`src/rtl/timer_pkg.sv`:
```
// timer_pkg: register map, CTRL/STATUS bit positions and reset values for timer_periph.
package timer_pkg;
    typedef enum logic [1:0] {
        REG_CTRL   = 2'd0,
        REG_LOAD   = 2'd1,
        REG_COUNT  = 2'd2,
        REG_STATUS = 2'd3
    } regAddr_e;
    localparam int CTRL_EN      = 0;
    localparam int CTRL_AUTO    = 1;
    localparam int CTRL_IE      = 2;
    localparam int CTRL_PRE_LSB = 8;
    localparam int STAT_EXP     = 0;
    localparam logic [31:0] CTRL_RST  = 32'h0;
    localparam logic [31:0] LOAD_RST  = 32'h0;
    localparam logic [31:0] COUNT_RST = 32'h0;
    localparam logic        EXP_RST   = 1'b0;
endpackage

```
`src/rtl/timer_if.sv`:
```
// timer_if: register bus between the core's address decoder and the timer peripheral.
interface timer_if #(parameter int WIDTH = 32);
    logic             sel;
    logic             we;
    logic [1:0]       addr;
    logic [WIDTH-1:0] wdata;
    logic [WIDTH-1:0] rdata;
    logic             irq;
    modport master(output sel, we, addr, wdata, input rdata, irq);
    modport slave(input sel, we, addr, wdata, output rdata, irq);
endinterface

```
`src/rtl/timer_prescaler.sv`:
```
// timer_prescaler: counts 0..pre while enabled and pulses tick on the terminal value.
module timer_prescaler #(
    parameter int PRE_W = 8
) (
    input  logic             clk,
    input  logic             rst,
    input  logic             en,
    input  logic [PRE_W-1:0] pre,
    output logic             tick
);
    logic [PRE_W-1:0] pcnt;
    assign tick = en && pcnt == pre;
    always_ff @(posedge clk or negedge rst) begin
        if (!rst) pcnt <= '0;
        else pcnt <= (!en || tick) ? '0 : pcnt + 1'b1;
    end
endmodule

```
`src/rtl/timer_periph.sv`:
```
// timer_periph: prescaled down-counter with one-shot/auto-reload expiry and W1C status.
// Define TIMER_IRQ_EN to implement the IE bit and the irq output; otherwise irq is tied low.
module timer_periph
    import timer_pkg::*;
#(
    parameter int WIDTH = 32,
    parameter int PRE_W = 8
) (
    input logic    clk,
    input logic    rst,
    timer_if.slave bus
);
`ifdef TIMER_IRQ_EN
    localparam logic IE_IMPL = 1'b1;
`else
    localparam logic IE_IMPL = 1'b0;
`endif
    logic             en, autoRl, ie, exp, tick;
    logic [PRE_W-1:0] pre;
    logic [WIDTH-1:0] loadReg, countReg;
    logic             wrEn, ctrlWr, loadWr, statClr, expire;
    logic [PRE_W+7:0] ctrlRd;

    assign wrEn    = bus.sel && bus.we;
    assign ctrlWr  = wrEn && bus.addr == REG_CTRL;
    assign loadWr  = wrEn && bus.addr == REG_LOAD;
    assign statClr = wrEn && bus.addr == REG_STATUS && bus.wdata[STAT_EXP];
    assign expire  = tick && countReg == '0;

    timer_prescaler #(.PRE_W(PRE_W)) uPrescaler (
        .clk (clk),
        .rst (rst),
        .en  (en),
        .pre (pre),
        .tick(tick)
    );

    always_ff @(posedge clk or negedge rst) begin
        if (!rst) begin
            en       <= CTRL_RST[CTRL_EN];
            autoRl   <= CTRL_RST[CTRL_AUTO];
            ie       <= CTRL_RST[CTRL_IE];
            pre      <= CTRL_RST[CTRL_PRE_LSB +: PRE_W];
            loadReg  <= WIDTH'(LOAD_RST);
            countReg <= WIDTH'(COUNT_RST);
            exp      <= EXP_RST;
        end else begin
            // A CTRL write overrides the one-shot auto-clear of EN on the same edge.
            if (ctrlWr) begin
                en     <= bus.wdata[CTRL_EN];
                autoRl <= bus.wdata[CTRL_AUTO];
                ie     <= IE_IMPL & bus.wdata[CTRL_IE];
                pre    <= bus.wdata[CTRL_PRE_LSB +: PRE_W];
            end else if (expire && !autoRl) begin
                en <= 1'b0;
            end
            if (loadWr) loadReg <= bus.wdata;
            countReg <= loadWr ? bus.wdata
                      : !tick ? countReg
                      : countReg != '0 ? countReg - 1'b1
                      : autoRl ? loadReg : '0;
            exp <= expire | (exp & ~statClr);
        end
    end

    assign ctrlRd    = {pre, 5'b0, ie, autoRl, en};
    assign bus.rdata = bus.addr == REG_CTRL  ? WIDTH'(ctrlRd)
                     : bus.addr == REG_LOAD  ? loadReg
                     : bus.addr == REG_COUNT ? countReg
                     : WIDTH'(exp);
`ifdef TIMER_IRQ_EN
    assign bus.irq = exp & ie;
`else
    assign bus.irq = 1'b0;
`endif
endmodule

```
`src/flat_wrapper.sv`:
```
// flat-port wrapper written by rule: the top's interface ports become plain ports
module timer_periph_flat import timer_pkg::*;
#(
    parameter int WIDTH = 32,
    parameter int PRE_W = 8
)
  (clk, rst, bus_sel, bus_we, bus_addr, bus_wdata, bus_rdata, bus_irq);
  timer_if #(.WIDTH(WIDTH)) bus_i ();
  input logic clk;
  input logic rst;
  input wire logic [$bits(bus_i.sel)-1:0] bus_sel;
  input wire logic [$bits(bus_i.we)-1:0] bus_we;
  input wire logic [$bits(bus_i.addr)-1:0] bus_addr;
  input wire logic [$bits(bus_i.wdata)-1:0] bus_wdata;
  output wire logic [$bits(bus_i.rdata)-1:0] bus_rdata;
  output wire logic [$bits(bus_i.irq)-1:0] bus_irq;
  assign bus_i.sel = bus_sel;
  assign bus_i.we = bus_we;
  assign bus_i.addr = bus_addr;
  assign bus_i.wdata = bus_wdata;
  assign bus_rdata = bus_i.rdata;
  assign bus_irq = bus_i.irq;
  timer_periph #(.WIDTH(WIDTH), .PRE_W(PRE_W)) u_core (.clk(clk), .rst(rst), .bus(bus_i));
endmodule
```
`config.mk`:
```
export PLATFORM = sky130hd
export DESIGN_NAME = timer_periph_flat
export DESIGN_NICKNAME = d
export VERILOG_FILES = /design/src/rtl/timer_pkg.sv /design/src/rtl/timer_if.sv /design/src/rtl/timer_prescaler.sv /design/src/rtl/timer_periph.sv /design/src/flat_wrapper.sv
export SDC_FILE = /design/constraint.sdc
export NUM_CORES = 1
export LEC_CHECK = 0
export BUFFER_PORTS_ARGS = -buffer_cell sky130_fd_sc_hd__buf_4
export CELL_PAD_IN_SITES_DETAIL_PLACEMENT = 1
export CELL_PAD_IN_SITES_GLOBAL_PLACEMENT = 1
export CORE_MARGIN = 8
export CORE_UTILIZATION = 47
export CTS_CLUSTER_SIZE = 10
export DETAILED_ROUTE_END_ITERATION = 7
export GPL_TIMING_DRIVEN = 0
export HOLD_SLACK_MARGIN = 0.06
export PLACE_DENSITY = 0.87
export SLEW_MARGIN = 25
export SYNTH_ARGS = -nofsm -noshare
export SYNTH_HDL_FRONTEND = slang
export SYNTH_SLANG_ARGS = --single-unit
```
`constraint.sdc`:
```
create_clock -name clk -period 4.75 [get_ports clk]
set_input_delay 1.425 -clock clk [delete_from_list [all_inputs] [get_ports clk]]
set_output_delay 1.425 -clock clk [all_outputs]
set_load 0.01 [all_outputs]
```
# Word level (Yosys, flattened, before mapping)
# Index checks and enable logic that the tools add are counted.
[totals]
regBits = 83
latchBits = 0
ramBits = 0
romBits = 0
out_inout_bits = 33
word_cells = 42
n_memories = 0
[op_classes]
add_sub_neg = 2
n_mul = 0
n_div = 0
order_cmp = 0
eq_ne = 4
n_shift = 0
n_mux = 10
n_bitwise = 3
n_reduce_logical = 16
[ops]
columns = ["op", "count"]
rows = [
  ["32-bit two-way mux", 7],
  ["32-bit zero test", 1],
  ["32-bit nonzero test", 1],
  ["32-bit by 1-bit subtractor with 32-bit output, second input constant", 1],
  ["8-bit by 1-bit adder with 8-bit output, second input constant", 1],
  ["8-bit equality test", 1],
  ["1-bit logical AND", 8],
  ["8-bit two-way mux", 1],
  ["2-bit equality test, second input constant", 2],
  ["2-bit nonzero test", 2],
  ["2-bit by 1-bit equality test with 1-bit output, second input constant", 1],
  ["1-bit zero test", 2],
  ["2-bit zero test", 1],
  ["1-bit two-way mux", 2],
  ["1-bit AND", 1],
  ["1-bit logical OR", 1],
  ["1-bit inverter", 1],
  ["1-bit bitwise OR", 1],
]

# Longest topological paths before layout
[logic_depth]
word_depth = 6
depth_mapped = 10
depth_no_buf = 8

# Cells and area by module
# From an unflattened synthesis, not the netlist that was laid out.
[unflattened]
cells_unflattened = 614
area_unflattened_um2 = 5395.2
[modules_own_cells]
columns = ["module", "n_inst", "cells_each", "area_each_um2", "seq_area_each_um2"]
rows = [
  ["timer_periph", 1, 568, 4894.7, 1876.8],
  ["timer_prescaler", 1, 46, 500.5, 200.2],
]

# Worst setup path before layout
# OpenSTA, ideal clock, no wires.
[synth_timing]
path_kind = "input port to output port"
start = "input bus_addr[1]"
end = "output bus_rdata[10]"
arrival_ns = 2.466
t_required_ns = 3.325
slack_ns = 0.859
cell_stages = 4
n_path_buf = 2
cell_sequence = "clkbuf_1 > buf_1 > mux2i_1 > o21ai_0"
[synth_via]
elab_chain_len = 4
elab_cells_between_ends = 6
[synth_rtl]
columns = ["item", "line", "text"]
rows = [
  ["start, declared", "flat_wrapper.sv:13", "input wire logic [$bits(bus_i.addr)-1:0] bus_addr;"],
  ["2-bit equality test", "timer_periph.sv:69", ": bus.addr == REG_COUNT ? countReg"],
  ["32-bit two-way mux", "timer_periph.sv:69", ""],
  ["32-bit two-way mux", "timer_periph.sv:68", ": bus.addr == REG_LOAD ? loadReg"],
  ["32-bit two-way mux *", "timer_periph.sv:67", "assign bus.rdata = bus.addr == REG_CTRL ? WIDTH'(ctrlRd)"],
  ["end, declared", "flat_wrapper.sv:15", "output wire logic [$bits(bus_i.rdata)-1:0] bus_rdata;"],
]
# Mark *: on every way between the ends. The rest lies on a longest branch, timed or not.

# Final worst setup path
[layout_timing]
start = "input bus_addr[1]"
end = "output bus_rdata[6]"
# The elaborated chain is that of the path after synthesis.

==> results.yml <==
status:
  outcome: "finished, final reports clean"
yosys:
  yosys_warnings: 0
  netlist_area_um2: 4940
  syn-instance-count: 575
  ys_seq_area_share_pct: 42.0
  ys_ff_latch: 83
  syn_area_per_cell_um2: 8.60
  synth_cell_type_count: 61
  synth_ff_type: "dfrtp_1"
  synth_edf_count: 0
  syn_nets: 616
  synth-async-reset-ratio_pct: 100
critical_path:
  max_stage_delay_ns: 0.62
  rr_worst_depth: 7
  critical_path.cell_chain: "clkbuf_1, inv_1, nor2_1, clkbuf_1, a22o_1, buf_4"
  reg2reg_setup_slack_ns: 1.52
  crit_buf_inv: 4
  cp.depth: 6
  critPathTopFamily: "buffers and inverters"
  cp.required_ns: 3.32
  critPathLaunch: "bus_addr[1]"
  critical_path_arrival_ns: 2.99
  cp_max_fo: 10
  reg2reg_from: "u_core.countReg[4]$_DFFE_PN0P_"
  timing.critical_path.slowest_stage_cell: "clkbuf_1"
  start_kind: "input port"
  worstSetupEndpoint: "bus_rdata[6]"
  crit_type: "input port to output pin"
  crit_top_cell: "clkbuf_1"
  rr_endpoint: "u_core.countReg[17]$_DFFE_PN0P_"
  end_kind: "output pin"
timing:
  hold_viol_final: 0
  max_freq_mhz: 227
  worst_pin_slew_ns: 0.813
  slew_viol_final: 0
  setup_violations: 0
  hold-worst-slack_ns: 0.513
  fin_tns_setup_ns: 0
  rsz0062_at_grt: "no"
  fin_crit_sh_pct: 92.9
  slew_headroom_pct: 45.8
  clock_skew_ns: 0.0107
  period_needed_ns: 4.41
clock_tree:
  cts_setup_buffers: 0
  h-tree-depth: 3
  cts_resized: 0
  cts.clk_slew.worst_paths_ns: 0.08
  cts_sinks: 83
  cts_made_buffers: 9
  cts_tree: "yes"
  clk_latency_ns: 0.37
  hold_buffers: 0
  root_buffer: "clkbuf_8"
  clockBufferDepth: 2
floorplan:
  coreArea_um2: 10300
  initial_core_util_pct: 48.1
  die_y_um: 119
  num_io_pins: 71
  die_w_um: 119
  die_area_um2: 14100
  rows: 37
detailed_routing:
  drc_errors: 0
  viasPerCell: 6.41
  ant_nets: 0
  wl_per_cell_um: 24.2
  vias: 5095
  drt-total-wl_um: 19300
  drtIter0Drc: 465
  dr.pass1.iters: 5
global_routing:
  grt_max_degree: 84
  overflow: 0
  grt_util_all_layers_pct: 27.5
  grt_pass1_vias: 5544
  antenna_found_initial: 0
  grt_pass1_wl_um: 30700
final_layout:
  areaGrowthSynthToFinish_pct: 18.9
  seq_area_um2: 2080
  fin_nets: 695
  multi_input_area_um2: 2680
  diodes: 0
  fillers: 1249
  post_route_cells_drive_above_1_share_pct: 17.0
placed_design:
  place.gp.congestion: 0.939
  hpwl_um: 13800
  port_buffers: 68
job:
  maxCapViolations: 0
worst_hold_path:
  min_path_type: "register to register"
power:
  power_density_nw_per_um2: 397
  p_leak_nw: 2.63
  peakVddDrop_uv: 170
-- area by class of cell --
cell class	count	area share, %
inverter	5	0.319
tap	136	2.89
multi-input combinational	447	45.5
clock buffer	10	2.34
buffer	40	2.92
clock inverter	6	1.92
timing repair buffer	68	8.75
sequential	83	35.3
-- logic make-up (layout without fill, tap and decap cells) --
logic type | after synthesis | after routing | synth area share (%)
xor+xnor | 18 | 18 | 3.19
buf+inv | 45 | 129 | 3.85
flops | 83 | 83 | 42.0
other cells | 1 | 1 | 0.0758
mux | 22 | 22 | 4.93
simple gates | 266 | 266 | 25.5
compound gates | 137 | 137 | 19.7
fa+ha+maj | 3 | 3 | 0.759
-- where the power goes --
| part | leakage [nW] | switching, W | internal [W] |
|---|---|---|---|
| sequential | 1.03 | 0.000189 | 0.000852 |
| combinational | 1.49 | 0.000363 | 0.000279 |
| clock | 0.115 | 0.000284 | 0.000363 |
| total | 2.63 | 0.000837 | 0.00149 |
-- metrics by stage --
step | total power, W | instances | util [%] | setup WS [ns] | cell area (um2)
after floorplan | 0.00139 | 575 | - | 0.859 | 4940
after global placement | 0.00163 | 779 | 54.7 | 0.417 | 5630
after detailed placement | 0.00168 | 779 | 54.8 | 0.404 | 5630
after CTS | 0.00232 | 795 | 57.2 | 0.360 | 5880
after global routing | 0.00244 | 795 | 57.2 | 0.257 | 5880
final | 0.00233 | 795 | 57.2 | 0.337 | 5880
-- how the worst min path moves through the flow --
stage	start	end	slack, ns	cells past startpoint
3_3_place_gp	u_core.loadReg[13]$_DFFE_PN0P_	u_core.loadReg[13]$_DFFE_PN0P_	0.48	2
3_5_place_dp	u_core.loadReg[12]$_DFFE_PN0P_	u_core.loadReg[12]$_DFFE_PN0P_	0.49	2
2_1_floorplan	u_core.loadReg[12]$_DFFE_PN0P_	u_core.loadReg[12]$_DFFE_PN0P_	0.46	2
5_1_grt	u_core.loadReg[22]$_DFFE_PN0P_	u_core.loadReg[22]$_DFFE_PN0P_	0.54	2
6_report	u_core.loadReg[13]$_DFFE_PN0P_	u_core.loadReg[13]$_DFFE_PN0P_	0.51	2
4_1_cts	u_core.loadReg[12]$_DFFE_PN0P_	u_core.loadReg[12]$_DFFE_PN0P_	0.51	2
-- routing by layer --
layer  GRT usage, %  part of all wire, %  vias to the layer above  routed length, um
li1               -                    -                     2258                  -
met1           34.7                   42                     2545               8170
met2           44.7                   47                      249               9100
met3           4.81                  7.5                       43               1450
met4           13.2                  2.8                        0                548
met5              0                    0                        -                  0
-- worst register-to-register path, cell delays in order, from the launching register on --
cell      delay, ns
dfrtp_1        0.37
clkbuf_1       0.22
nor4_1         0.75
and4_1         0.50
nand4_1        0.59
nand3_1        0.36
a21boi_1       0.20
o21ai_1        0.09
-- cell usage in the layout, fill, tap and decap left out, drive strengths merged, types with 5 or more instances in the layout --
cell type,synthesis,final
a21oi,10,10
buf,15,83
nor3,19,19
inv,5,5
clkbuf,25,35
nand3,14,14
a31oi,9,9
or4,7,7
nor2,35,35
o31ai,5,5
a21boi,5,5
o211ai,12,12
nand4,10,10
o21ai,39,39
a22oi,5,5
mux2,9,9
and3,11,11
dfrtp,83,83
xor2,13,13
mux2i,12,12
a22o,24,24
nor4,18,18
nand2,133,133
xnor2,5,5
-- cells in the mapped netlist (all sizes together), types with 3 or more instances --
master,count,share of area (%)
a21boi,5,0.76
and4,4,0.71
nor3,19,2.0
o31ai,5,0.76
and3,11,1.4
a222oi,4,0.81
nand2,133,10
mux2i,12,2.4
inv,5,0.38
or3,4,0.51
nor2,35,2.7
a31oi,9,1.1
xor2,13,2.3
dfrtp,83,42
nor4,18,2.7
nand4,10,1.3
a22oi,5,0.76
or4,7,1.1
clkbuf,25,1.9
o21ai,39,3.9
xnor2,5,0.89
ha,3,0.76
buf,15,1.6
o22ai,4,0.51
mux2,9,2.0
a21oi,10,1.0
nand3,14,1.4
o211ai,12,2.0
a22o,24,4.4
o311a,3,0.61
-- sequential cells by signal, indices dropped and copies added (netlist names) --
| register | cells |
|---|---|
| u_core.uPrescaler.pcnt | 8 |
| u_core.exp | 1 |
| u_core.autoRl | 1 |
| u_core.en | 1 |
| u_core.loadReg | 32 |
| u_core.pre | 8 |
| u_core.countReg | 32 |
No activity file was read; power rests on OpenSTA's default activity.
